`src/rtl/imem_loader.sv`:
```
// imem_loader: receives a framed byte stream, writes little-endian 32-bit words into
// instruction memory and holds the CPU in reset until the checksum is verified.
module imem_loader #(
    parameter int          ADDR_W    = 11,
    parameter logic [31:0] BASE_ADDR = 32'h00400000
) (
    input  logic              clk,
    input  logic              rstn,
    input  logic              start,
    input  logic              byte_valid,
    input  logic [7:0]        byte_data,
    output logic              byte_ready,
    output logic              im_we,
    output logic [ADDR_W-1:0] im_waddr,
    output logic [31:0]       im_wdata,
    output logic [31:0]       im_baddr,
    output logic              cpu_hold,
    output logic              done,
    output logic              err,
    output logic [ADDR_W:0]   word_cnt
);
    typedef enum logic [2:0] {IDLE, LEN_LO, LEN_HI, DATA, WRITE, CHECK, DONE, ERR} state_t;

    state_t            state_q;
    logic [15:0]       len_q;
    logic [31:0]       word_q;
    logic [7:0]        csum_q;
    logic [1:0]        idx_q;
    logic [ADDR_W-1:0] waddr_q;
    logic [31:0]       wdata_q;
    logic [ADDR_W:0]   cnt_q;
    logic              hold_q;
    logic              done_q;
    logic              err_q;
    logic              xfer;
    logic [15:0]       len_d;
    logic [15:0]       cnt_d;

    assign byte_ready = (state_q == LEN_LO) || (state_q == LEN_HI) ||
                        (state_q == DATA)   || (state_q == CHECK);
    assign xfer       = byte_valid && byte_ready;
    assign len_d      = {byte_data, len_q[7:0]};
    assign cnt_d      = 16'(cnt_q) + 16'd1;
    assign im_we      = (state_q == WRITE);
    assign im_waddr   = waddr_q;
    assign im_wdata   = wdata_q;
    assign im_baddr   = BASE_ADDR + {{(30-ADDR_W){1'b0}}, waddr_q, 2'b00};
    assign cpu_hold   = hold_q;
    assign done       = done_q;
    assign err        = err_q;
    assign word_cnt   = cnt_q;

    always_ff @(posedge clk or negedge rstn) begin
        if (!rstn) begin
            state_q <= IDLE;
            len_q   <= '0;
            word_q  <= '0;
            csum_q  <= '0;
            idx_q   <= '0;
            waddr_q <= '0;
            wdata_q <= '0;
            cnt_q   <= '0;
            hold_q  <= 1'b1;
            done_q  <= 1'b0;
            err_q   <= 1'b0;
        end else begin
            case (state_q)
                IDLE, DONE, ERR: if (start) begin
                    state_q <= LEN_LO;
                    done_q  <= 1'b0;
                    err_q   <= 1'b0;
                    cnt_q   <= '0;
                    csum_q  <= '0;
                    idx_q   <= '0;
                    hold_q  <= 1'b1;
                end
                LEN_LO: if (xfer) begin
                    len_q[7:0] <= byte_data;
                    state_q    <= LEN_HI;
                end
                LEN_HI: if (xfer) begin
                    len_q[15:8] <= byte_data;
                    if (32'(len_d) > (32'd1 << ADDR_W)) begin
                        state_q <= ERR;
                        err_q   <= 1'b1;
                    end else begin
                        state_q <= (len_d == 16'd0) ? CHECK : DATA;
                    end
                end
                DATA: if (xfer) begin
                    word_q[{idx_q, 3'b000} +: 8] <= byte_data;
                    csum_q <= csum_q ^ byte_data;
                    idx_q  <= idx_q + 2'd1;
                    // Lane 3 completes the word: latch it for the write cycle that follows.
                    if (idx_q == 2'd3) begin
                        wdata_q <= {byte_data, word_q[23:0]};
                        waddr_q <= cnt_q[ADDR_W-1:0];
                        state_q <= WRITE;
                    end
                end
                WRITE: begin
                    cnt_q   <= cnt_q + 1'b1;
                    state_q <= (cnt_d == len_q) ? CHECK : DATA;
                end
                CHECK: if (xfer) begin
                    if (byte_data == csum_q) begin
                        state_q <= DONE;
                        done_q  <= 1'b1;
                        hold_q  <= 1'b0;
                    end else begin
                        state_q <= ERR;
                        err_q   <= 1'b1;
                    end
                end
                default: state_q <= IDLE;
            endcase
        end
    end
endmodule
```
`config.mk`:
```
export PLATFORM = sky130hd
export DESIGN_NAME = imem_loader
export DESIGN_NICKNAME = d
export VERILOG_FILES = /design/src/rtl/imem_loader.sv
export SDC_FILE = /design/constraint.sdc
export NUM_CORES = 1
export LEC_CHECK = 0
export CAP_MARGIN = 5
export CORE_MARGIN = 2
export CORE_UTILIZATION = 30
export DETAILED_ROUTE_END_ITERATION = 6
export GPL_ROUTABILITY_DRIVEN = 0
export SYNTH_ARGS = -nofsm -noshare
export SYNTH_HDL_FRONTEND = slang
export SYNTH_SLANG_ARGS = --single-unit
```
`constraint.sdc`:
```
create_clock -name clk -period 3.35 [get_ports clk]
set_input_delay 0.67 -clock clk [delete_from_list [all_inputs] [get_ports clk]]
set_output_delay 0.67 -clock clk [all_outputs]
set_load 0.05 [all_outputs]
```
Word-level counts from Yosys, hierarchy flattened --
Index checks and enable logic that the tools add are counted. Widths: inputs -> output; s select.
Storage, ports and cells: flip-flop bits (word level) 119, input port bits 12, output and inout port bits 92, logic and storage cells 93
Cells by class: $add $sub $neg 5, $lt $le $gt $ge 1, equal/unequal tests 19, shift operators 2, multiplexer cells 33, bitwise logic cells 1, reduce and logical (&&, ||, !) cells 20
Operator list (count):
- $bwmux 32 | 1
- $shift 8x7->32 const A | 1
- $shiftx 8x7->32 | 1
- $mux 3 | 9
- $add 23x13->24 const A | 1
- $pmux 12 s2 | 1
- $pmux 3 s6 | 1
- $eq 13x16->1 | 1
- $gt 16x12->1 const B | 1
- $logic_not 16->1 | 1
- $mux 8 | 2
- $pmux 8 s2 | 1
- $add 12x1->13 const B | 1
- $add 12x1->12 const B | 1
- $eq 3x3->1 const B | 4
- $mux 12 | 1
- $ne 2x2->1 const B | 6
- $reduce_and 6->1 | 2
- $mux 1 | 11
- $eq 8x8->1 | 1
- $reduce_and 2->1 | 4
- $xor 8x8->8 | 1
- $neg 5->7 | 1
- $eq 3x2->1 const B | 2
- other kinds (16) | 25

Logic depth before layout (Yosys ltp) --
word-level depth 7, mapped depth 9, mapped depth without buffers 7

Worst setup path before layout --
Ideal clock, no wire load.
path kind register to output, from register state_q[1], to output im_we, data arrival time 1.541 ns, data required time 2.680 ns, path slack 1.139 ns, cell stages (with the launch flop) 6, buffers on the path 2, cells stage by stage dfrtp_1 > buf_2 > nor2_1 > nand2_1 > inv_1 > clkbuf_1
Between the ends: cells in the longest elaborated chain, start to end 1
Ends and longest elaborated chain:
- start, declared | RTL line 24 | state_t state_q;
- start signal, assigned | RTL line 87 | state_q <= (len_d == 16'd0) ? CHECK : DATA;
- start signal, assigned | RTL line 103 | state_q <= (cnt_d == len_q) ? CHECK : DATA;
- $eq 3x3->1 | RTL line 44 | assign im_we = (state_q == WRITE);
- end, declared | RTL line 13 | output logic im_we,
No other way between the ends.

Final worst setup path --
from register state_q[0], to output byte_ready
Between the ends: cells in the longest elaborated chain, start to end 4, elaborated cells on any way between the ends 7, classes of those cells eq/ne: 4; reduce/logical: 3
Ends and longest elaborated chain:
- $eq 3x1->1 / $eq 3x2->1 (equally long branches) | RTL line 39 | assign byte_ready = (state_q == LEN_LO) || (state_q == LEN_HI) ||
- $logic_or 1x1->1 (2 in series) | RTL line 39
- $logic_or 1x1->1 * | RTL line 40 | (state_q == DATA) || (state_q == CHECK);
- end, declared | RTL line 12 | output logic byte_ready,
Every way passes the cells marked *; elsewhere a longest branch is shown, timed or not.

==> impl_metrics.toml <==
[outcome]
status = "finished clean"

[synthesis]
synth_cells = 538
yosysUniqueCellTypes = 53
synth_edf_count = 0
avgSynthCellArea_um2 = 10.2
yosysSeqAreaShare = 0.506
synth_warnings = 0
synthFlopType = "dfrtp_1"
netlist_area_mm2 = 0.00549
ys_async_sr_fraction = 1.00
ys_ff_latch = 111

[finish]
fin_area_mm2 = 0.00672
drive_gt1_frac = 0.160
final_core_util = 0.374
syn_to_final_growth_pct = 22.4
multi_input_area_mm2 = 0.00235
nFillCells = 1797
final-seq-area_mm2 = 0.00278
antenna_cells = 0
layout.nets = 620

[worst_setup_path]
r2r_end = "word_q[23]"
critPathRequiredTime_ps = 2680
r2r_slack_ps = 1140
reg2reg_depth = 5
worstReg2RegStart = "idx_q[0]"
path_max_fanout = 8
start_kind = "flop"
critical_path_arrival_ps = 2280
worst_setup_path_end_kind = "output pin"
worstSetupPathType = "flop to output pin"

[min_path]
hold_path_class = "input pin to async pin"

[timing]
worst_pin_slew_ps = 1100
setup_viol = 0
maxSlewViolCount = 0
setup-tns-final_ps = 0
slew_headroom = 0.268
hold_violations = 0
fmax_mhz = 339
finalClockSkew_ps = 13.3
period_share = 0.880
rsz0062_at_grt = "no"
min_period_ps = 2950

[clock_tree]
cts_resized = 0
clk_pin_slew_ps = 80
cts_tree = "done"
cts_sinks = 111
cts_made_buffers = 9
clockRootBuffer = "clkbuf_16"
postCtsHoldBufs = 0
cts_setup_buffers = 0
clk_latency_ps = 360
cts_max_level = 3
clockBufferDepth = 2

[route]
dr.pass1.iters = 5
via_count = 4018
drc_errors = 0
totalWireLength_mm = 13.1
via_per_inst = 4.81
avgRoutedWirePerCell_um = 15.7
drt_iter0_drc = 176
drtAntennaViolNets = 0

[grt]
grt_pass1_vias = 3910
overflow = 0
grt_first_pass_wirelength_mm = 21.3
grt_max_degree = 112
grt.total_usage = 0.138
antenna_found_initial = 1

[floorplanning]
ios = 104
dieHeight_um = 139
fp.dieArea_mm2 = 0.0194
start_util = 0.306
num_rows = 49
die_w_um = 139
core_mm2 = 0.0180

[power_and_ir_drop]
pwr-share-seq = 0.428
power_frac_clock = 0.261
pwr-share-comb = 0.311
p_int_mw = 2.72
p_per_area_mw_per_mm2 = 641
switchingPower_mw = 1.58
leakage_nw = 2.97
ir_drop_v = 0.000306
switching_share = 0.367

[job]
max_cap_viol_count = 0

[placement]
port-buffer-count = 82
hpwl_mm = 9.16
dpl_cell_area_mm2 = 0.00641
## cell type report
cell class              instances  share of cell area
clock buffers                  10              0.0356
clock inverters                 6              0.0108
inverters                      12             0.00670
multi-input cells             372               0.350
flip-flops and latches        111               0.414
well taps                     229              0.0426
repair buffers                 96               0.141
## state kept, by name, summed over array words and instances, names as in the netlist
register and cells:
word_cnt 12, state_q 3, err 1, csum_q 8, cpu_hold 1, word_q 24, len_q 16, done 1
idx_q 2, im_wdata 32, im_waddr 11
## power by group through the flow
stage                     clock network, mW  logic, mW  registers [mW]
after floorplan                           0      0.936            1.87
after global placement                    0       1.32            1.85
after detailed placement                  0       1.34            1.87
after CTS                              1.16       1.35            1.84
after global routing                   1.23       1.49            1.88
final                                  1.12       1.34            1.84
## worst max-delay path, stage by stage (launching register included)
cell and delay [ps]:
dfrtp_1 500, inv_1 170, nor2_1 280, a21o_1 130, clkdlybuf4s50_1 830
## worst max-delay path by stage
stage	startpoint	endpoint	slack (ps)
final	state_q[0]	byte_ready	400
after global routing	state_q[1]	byte_ready	230
after CTS	state_q[0]	byte_ready	370
after detailed placement	byte_data[0]	state_q[2]	670
after global placement	byte_data[0]	state_q[2]	700
after floorplan	state_q[1]	im_we	1140
## placed cells by master, fill, tap and decap left out, types with 6 or more instances in the layout
cell type,n
dfrtp_1,110
xor2_1,9
ha_1,6
conb_1,21
xnor2_1,15
o21ai_0,68
a21oi_1,6
clkbuf_16,9
clkdlybuf4s50_1,80
buf_4,14
mux2_2,54
nand3_1,11
inv_1,12
nand2_1,91
nor2_1,29
## cells by family (layout without fill, tap and decap cells)
family,after synthesis,count (layout),share of synthesized area
mux,56,56,0.114
other cells,2,21,0.00137
fa+ha+maj,6,6,0.0137
simple gates,166,166,0.143
flops,111,111,0.506
xor+xnor,24,24,0.0383
buf+inv,74,124,0.0784
compound gates,99,99,0.104
## metrics by stage
stage,hold slack (ps),setup WS [ps],instances,total power [mW]
after detailed placement,470,668,820,3.21
after global routing,429,227,836,4.60
after CTS,415,366,836,4.35
after global placement,465,696,820,3.16
final,381,401,836,4.31
after floorplan,374,1140,557,2.81
## layer usage
layer,vias to the layer above,track usage,wire (um)
met2,116,0.222,6310
met3,20,0.0392,711
met5,-,0,13
met4,2,0.0473,268
met1,1967,0.180,5790
li1,1913,-,-
## synth_stat cells (all sizes together), types with 9 or more instances
cell type  count  area [um^2]
xor2           9         78.8
buf           50          337
inv           12         45.0
dfrtp        110         2750
xnor2         15          131
nand2         92          348
mux2          54          608
nand3         11         55.1
o21ai         69          345
nor2          29          109
clkbuf        12         48.8
No activity file was read; power rests on OpenSTA's default activity.
